### src/rtl/dsp_peak_holder_mc.sv
// Multi-channel windowed peak detector with per-channel peak-hold/decay meter.
// Optional sticky clip detection is built only when DSP_PEAK_CLIP_EN is defined.
module dsp_peak_holder_mc #(
  parameter int CH          = 2,
  parameter int W           = 16,
  parameter int HOLD_FRAMES = 8,
  parameter int DECAY_SHIFT = 3
) (
  input  logic              iCLK,
  input  logic              iRST_N,
  input  logic [CH*W-1:0]   iIn,
  input  logic              iValid,
  input  logic              iFrame,
  input  logic              iMode,
  input  logic              iClipClr,
  output logic [CH*W-1:0]   oOut,
  output logic              oValid,
  output logic [CH*(W-1)-1:0] oHold,
  output logic [CH-1:0]     oClip,
  output logic [CH-1:0]     oDbgState
);

  // Handshake: iValid qualifies iIn for one cycle, iFrame closes the window for
  // one cycle; oValid pulses exactly once, the cycle after iFrame. No backpressure.

  localparam int CW = $clog2(HOLD_FRAMES + 1);
  localparam logic [W-2:0] MAG_ONE = {{(W-2){1'b0}}, 1'b1};

  typedef enum logic {ST_HOLD = 1'b0, ST_DECAY = 1'b1} hold_st_e;

  function automatic logic [W-2:0] mag(input logic [W-1:0] x);
    logic [W-1:0] t;
    t = x[W-1] ? ~x : x;
    return t[W-2:0];
  endfunction

  logic            mode_q, mode_d;
  logic            valid_q, valid_d;
  logic [W-1:0]    win_q [CH];
  logic [W-1:0]    win_d [CH];
  logic [W-1:0]    out_q [CH];
  logic [W-1:0]    out_d [CH];
  logic [W-2:0]    h_q   [CH];
  logic [W-2:0]    h_d   [CH];
  logic [CW-1:0]   cnt_q [CH];
  logic [CW-1:0]   cnt_d [CH];
  hold_st_e        st_q  [CH];
  hold_st_e        st_d  [CH];

  logic [W-1:0]    samp;
  logic [W-2:0]    p;
  logic [W-2:0]    step;
  logic [W-2:0]    dec_h;

  always_comb begin
    mode_d  = iFrame ? iMode : mode_q;
    valid_d = iFrame;
    samp    = '0;
    p       = '0;
    step    = '0;
    dec_h   = '0;
    for (int c = 0; c < CH; c++) begin
      samp  = iIn[c*W +: W];
      p     = mag(win_q[c]);
      step  = h_q[c] >> DECAY_SHIFT;
      if (step == '0) step = MAG_ONE;
      dec_h = h_q[c] - step;
      win_d[c] = win_q[c];
      out_d[c] = out_q[c];
      h_d[c]   = h_q[c];
      cnt_d[c] = cnt_q[c];
      st_d[c]  = st_q[c];
      if (iFrame) begin
        // A sample coinciding with the frame strobe belongs to the new window.
        win_d[c] = iValid ? samp : '0;
        out_d[c] = mode_q ? win_q[c] : {1'b0, p};
        if (p >= h_q[c]) begin
          h_d[c]   = p;
          cnt_d[c] = CW'(HOLD_FRAMES);
          st_d[c]  = ST_HOLD;
        end else if (st_q[c] == ST_HOLD) begin
          if (cnt_q[c] != '0) cnt_d[c] = cnt_q[c] - CW'(1);
          else                st_d[c]  = ST_DECAY;
        end else begin
          h_d[c] = (dec_h > p) ? dec_h : p;
        end
      end else if (iValid && (mag(samp) > p)) begin
        win_d[c] = samp;
      end
    end
  end

  always_ff @(posedge iCLK or negedge iRST_N) begin
    if (!iRST_N) begin
      mode_q  <= 1'b0;
      valid_q <= 1'b0;
      for (int c = 0; c < CH; c++) begin
        win_q[c] <= '0;
        out_q[c] <= '0;
        h_q[c]   <= '0;
        cnt_q[c] <= '0;
        st_q[c]  <= ST_HOLD;
      end
    end else begin
      mode_q  <= mode_d;
      valid_q <= valid_d;
      for (int c = 0; c < CH; c++) begin
        win_q[c] <= win_d[c];
        out_q[c] <= out_d[c];
        h_q[c]   <= h_d[c];
        cnt_q[c] <= cnt_d[c];
        st_q[c]  <= st_d[c];
      end
    end
  end

  assign oValid = valid_q;

  for (genvar g = 0; g < CH; g++) begin : g_pack
    assign oOut[g*W +: W]          = out_q[g];
    assign oHold[g*(W-1) +: (W-1)] = h_q[g];
    assign oDbgState[g]            = (st_q[g] == ST_DECAY);
  end

`ifdef DSP_PEAK_CLIP_EN
  localparam logic [W-1:0] S_MAX = {1'b0, {(W-1){1'b1}}};
  localparam logic [W-1:0] S_MIN = {1'b1, {(W-1){1'b0}}};

  logic [CH-1:0] clip_q, clip_d;
  logic [W-1:0]  clip_s;

  // A clip in the same cycle as a clear wins, so no clip event is ever lost.
  always_comb begin
    clip_d = iClipClr ? '0 : clip_q;
    clip_s = '0;
    for (int c = 0; c < CH; c++) begin
      clip_s = iIn[c*W +: W];
      if (iValid && ((clip_s == S_MAX) || (clip_s == S_MIN))) clip_d[c] = 1'b1;
    end
  end

  always_ff @(posedge iCLK or negedge iRST_N) begin
    if (!iRST_N) clip_q <= '0;
    else         clip_q <= clip_d;
  end

  assign oClip = clip_q;
`else
  logic unused_clip_clr;
  assign unused_clip_clr = iClipClr;
  assign oClip = '0;
`endif

endmodule

### config.mk
export PLATFORM = sky130hd
export DESIGN_NAME = dsp_peak_holder_mc
export DESIGN_NICKNAME = d
export VERILOG_FILES = /design/src/rtl/dsp_peak_holder_mc.sv
export SDC_FILE = /design/constraint.sdc
export NUM_CORES = 1
export LEC_CHECK = 0
export CAP_MARGIN = 20
export CORE_ASPECT_RATIO = 0.9
export CORE_MARGIN = 3
export CORE_UTILIZATION = 58
export CTS_BUF_LIST = sky130_fd_sc_hd__clkbuf_4 sky130_fd_sc_hd__clkbuf_8 sky130_fd_sc_hd__clkbuf_16
export DETAILED_ROUTE_END_ITERATION = 8
export GPL_TIMING_DRIVEN = 0
export PLACE_DENSITY = 0.89
export SLEW_MARGIN = 25
export SYNTH_ARGS = -nofsm -noshare
export SYNTH_HDL_FRONTEND = slang
export SYNTH_SLANG_ARGS = --single-unit
### constraint.sdc
create_clock -name iCLK -period 6.5 [get_ports iCLK]
set_input_delay 1.3 -clock iCLK [delete_from_list [all_inputs] [get_ports iCLK]]
set_output_delay 1.3 -clock iCLK [all_outputs]
set_load 0.005 [all_outputs]
==> key figures, run 1 <==
Outcome
  • Status: finished clean

Synthesis
  • Dominant cell type by area after synthesis: dfrtp_1
  • Mux contribution to synthesized area: 4.562%
  • Async S/R FF share, synth: 100.0%
  • XOR/XNOR share of the synthesized area: 11.51%
  • Synth top area share: 30.32%
  • Synth warnings: 0
  • Prevailing post-synth register cell: dfrtp_1
  • Yosys cell types: 65
  • Mapped Cells: 991
  • Post-Synth Simple-Gate Area: 11.58%
  • Post-synthesis area per instance: 8.828 sq um
  • Top cells by area, synth: dfrtp_1, ha_1, xnor2_1
  • Compound-gate portion of the synthesized area: 18.41%
  • Seq/Total Area, Yosys: 30.32%
  • EDFF count, synth: 0
  • Largest family of logic cells by synthesized area: compound AO/OA/AOI/OAI gates
  • Mapped Area: 8748 sq um
  • Adder-Cell Fraction of Synth Area: 17.33%
  • FF+latch count, synth: 106

Floorplanning
  • Chip width: 135.5 um
  • DIE HEIGHT: 122.5 um
  • # IOs: 105
  • Row Count: 41
  • Starting Density: 60.91%
  • Core area: 14360 sq um
  • Die ar.: 16590 sq um

Setup path
  • Critical path type: reg -> reg
  • Worst-path fanout max: 10
  • CP Capture Type: register
  • Top delay family on crit path: compound AO/OA/AOI/OAI gates
  • CP arrival: 5.86 ns
  • Reg2Reg Setup Slack: 0.86 ns
  • Crit path required time: 6.72 ns
  • Worst flop-to-flop path endpoint: oHold[5]$_DFFE_PN0P_
  • R2R depth: 20
  • CP Cell Sequence: clkbuf_1, nor4_1, nand2_1, o41ai_1, ha_1, inv_1, fa_1, a21oi_1, o21ai_1, o21a_1, o41a_1, or3_4, xnor2_1, ha_1, nand4_1, nor4_1, a311o_1, buf_2, mux2i_1, o21ai_0
  • CP Buf/Inv Count: 3
  • Critical path launch point type: register
  • CP max stage cell: nor4_1
  • Worst path max stage delay: 0.41 ns
  • Reg-to-reg startpoint: oHold[12]$_DFFE_PN0P_

Clock tree
  • Clk buf depth: 2
  • Postcts setup bufs: 0
  • CTS sink cnt: 106
  • Clk pin slew, worst setup/hold paths: 0.07 ns
  • Number of hold buffers added after CTS: 0
  • Clk_lat worst skew: 0.36 ns
  • CTS tree: built
  • Resized Gates After CTS: 0
  • Clock Root Buffer: clkbuf_16
  • CTS Buf Count: 9
  • H-tree depth: 3

Route
  • DR pass1 iterations: 6
  • Wire length per cell: 17.61 um
  • M1 wire length: 10260 um
  • Antenna Nets Post-Route: 0
  • Uppermost routed layer: met4
  • Met2 wire length: 10210 um
  • Routed Wire Length: 22860 um
  • Vias per inst: 6.018
  • Metal3 WL: 1807 um
  • Vias: 7811
  • 1st-iter DRT viols: 760
  • Drc violations: 0

Worst hold path
  • Worst Hold Launch: cnt_q[7]$_DFFE_PN0P_
  • Hold-critical path depth: 1
  • Hold WC Path Type: reg -> reg
  • Hold EP: cnt_q[7]$_DFFE_PN0P_

Global route
  • GRT Util Overall: 27.97%
  • Vias in the first global route: 7550
  • Largest net degree at the start of global routing: 62
  • Initial antenna violation count: 0
  • GRT overflow: 0
  • First-pass GRT wire length: 37140 um

Final layout
  • Layout area overhead: 17.33%
  • # nets final: 1261
  • Most frequent cells in the layout: ha_1, dfrtp_1, clkdlybuf4s50_1, inv_1, a21oi_1
  • Layout cells sized above 1: 3.891%
  • Antenna cells: 0
  • Most common cell after layout, fill and taps aside: ha_1

Place
  • Place WS: 0.9469 ns
  • GPL Wtd Cong: 0.9090
  • Port buffer count: 99
  • Post-DP HPWL: 18000 um

STA
  • Slew Viols, Final: 0
  • Final hold slack: 0.5061 ns
  • Worst Tran Pin Value: 0.9483 ns
  • Fin worst setup slack: 0.8638 ns
  • Crit path time final: 5.636 ns
  • Final setup vio count: 0
  • Fmax: 177.4 MHz
  • Final Hold Viols: 0
  • Period utilization: 86.71%
  • Relative slew slack: 36.35%
  • Worst Skew: 0.009839 ns
  • RSZ-0062 raised after global routing: false
  • Setup TNS: 0 ns

Job
  • Max_cap viols: 0
-- cell families after synthesis --
logic type / count (synthesis)
AO/OA/AOI/OAI: 256
XOR/XNOR: 115
adder cells (fa/ha/maj): 120
buffers and inverters: 137
flip-flops: 106
multiplexers: 39
other: 1
AND/OR/NAND/NOR: 217
-- registers in the layout (all words and copies together), names as in the netlist --
name       cells
cnt_q          8
mode_q         1
oDbgState      2
oHold         30
oOut          32
oValid         1
win_q         32
-- worst reg2reg max path: stages, from the launching register on --
cell and delay (ns):
dfrtp_1 0.39, clkbuf_1 0.21, nor4_1 0.33, nand2_1 0.12, o41ai_1 0.28, ha_1 0.24
inv_1 0.06, fa_1 0.39, a21oi_1 0.20, o21ai_1 0.17, o21a_1 0.24, o41a_1 0.38
or3_4 0.37, xnor2_1 0.14, ha_1 0.31, nand4_1 0.18, nor4_1 0.41, a311o_1 0.36
buf_2 0.38, mux2i_1 0.24, o21ai_0 0.09
-- area by class of cell --
| type | instances | area, sq um |
|---|---|---|
| Multi-Input combinational cell | 749 | 5554 |
| Fill cell | 1077 | 4099 |
| Sequential cell | 106 | 2653 |
| Timing Repair Buffer | 100 | 1020 |
| Inverter | 95 | 356.6 |
| Tap cell | 193 | 241.5 |
| Clock buffer | 10 | 232.7 |
| Buffer | 42 | 188.9 |
| Clock inverter | 3 | 18.77 |
-- stage by stage --
stage	std cells	area, sq um	util [%]
2_1_floorplan	992	8752	-
3_5_place_dp	1285	10010	69.71
3_3_place_gp	1284	9985	69.51
6_report	1298	10260	71.46
5_1_grt	1298	10260	71.46
4_1_cts	1298	10260	71.46
-- metal layers --
metal	vias up	global-route usage (%)
met5	-	0
met4	0	9.005
met3	55	6.844
met2	359	42.88
met1	3702	39.27
li1	3695	-
-- cell usage after synthesis (4+ instances only) --
cell        n
nor2_1     67
mux2_2      5
a31oi_1    12
nand4_1    18
o21a_1      4
xnor2_1    68
a21oi_1    85
mux2i_1    32
nor2b_1     8
o31ai_1    15
ha_1      118
nand3_1    13
nand2_1    73
buf_1       4
and2_1      4
buf_2      10
nor4_1      7
nor3_1      7
a211oi_1    4
a21o_1     23
clkbuf_1   24
o211ai_1    4
xor2_1     47
dfrtp_1   106
inv_1      95
a22o_1     19
o21ai_0    59
-- how the worst max path moves through the flow --
stage,startpoint,to,depth (start not counted)
3_5_place_dp,oHold[12]$_DFFE_PN0P_,oHold[5]$_DFFE_PN0P_,20
4_1_cts,oHold[12]$_DFFE_PN0P_,oHold[5]$_DFFE_PN0P_,20
6_report,oHold[12]$_DFFE_PN0P_,oHold[5]$_DFFE_PN0P_,20
2_1_floorplan,oHold[12]$_DFFE_PN0P_,oHold[12]$_DFFE_PN0P_,20
3_3_place_gp,iRST_N,oHold[3]$_DFFE_PN0P_,1
5_1_grt,oHold[12]$_DFFE_PN0P_,oHold[6]$_DFFE_PN0P_,20
Power of run 1 is left out: the tool's default activity adds up to more than one toggle a clock period on the data nets, which glitch-free logic cannot reach.
==> run 2: changes to the inputs <==
- SLEW_MARGIN: 25 -> 20
==> results of run 2 <==
Final layout, timing and power as in run 1 (identical DEF).
Power of run 2 is left out for the same reason.
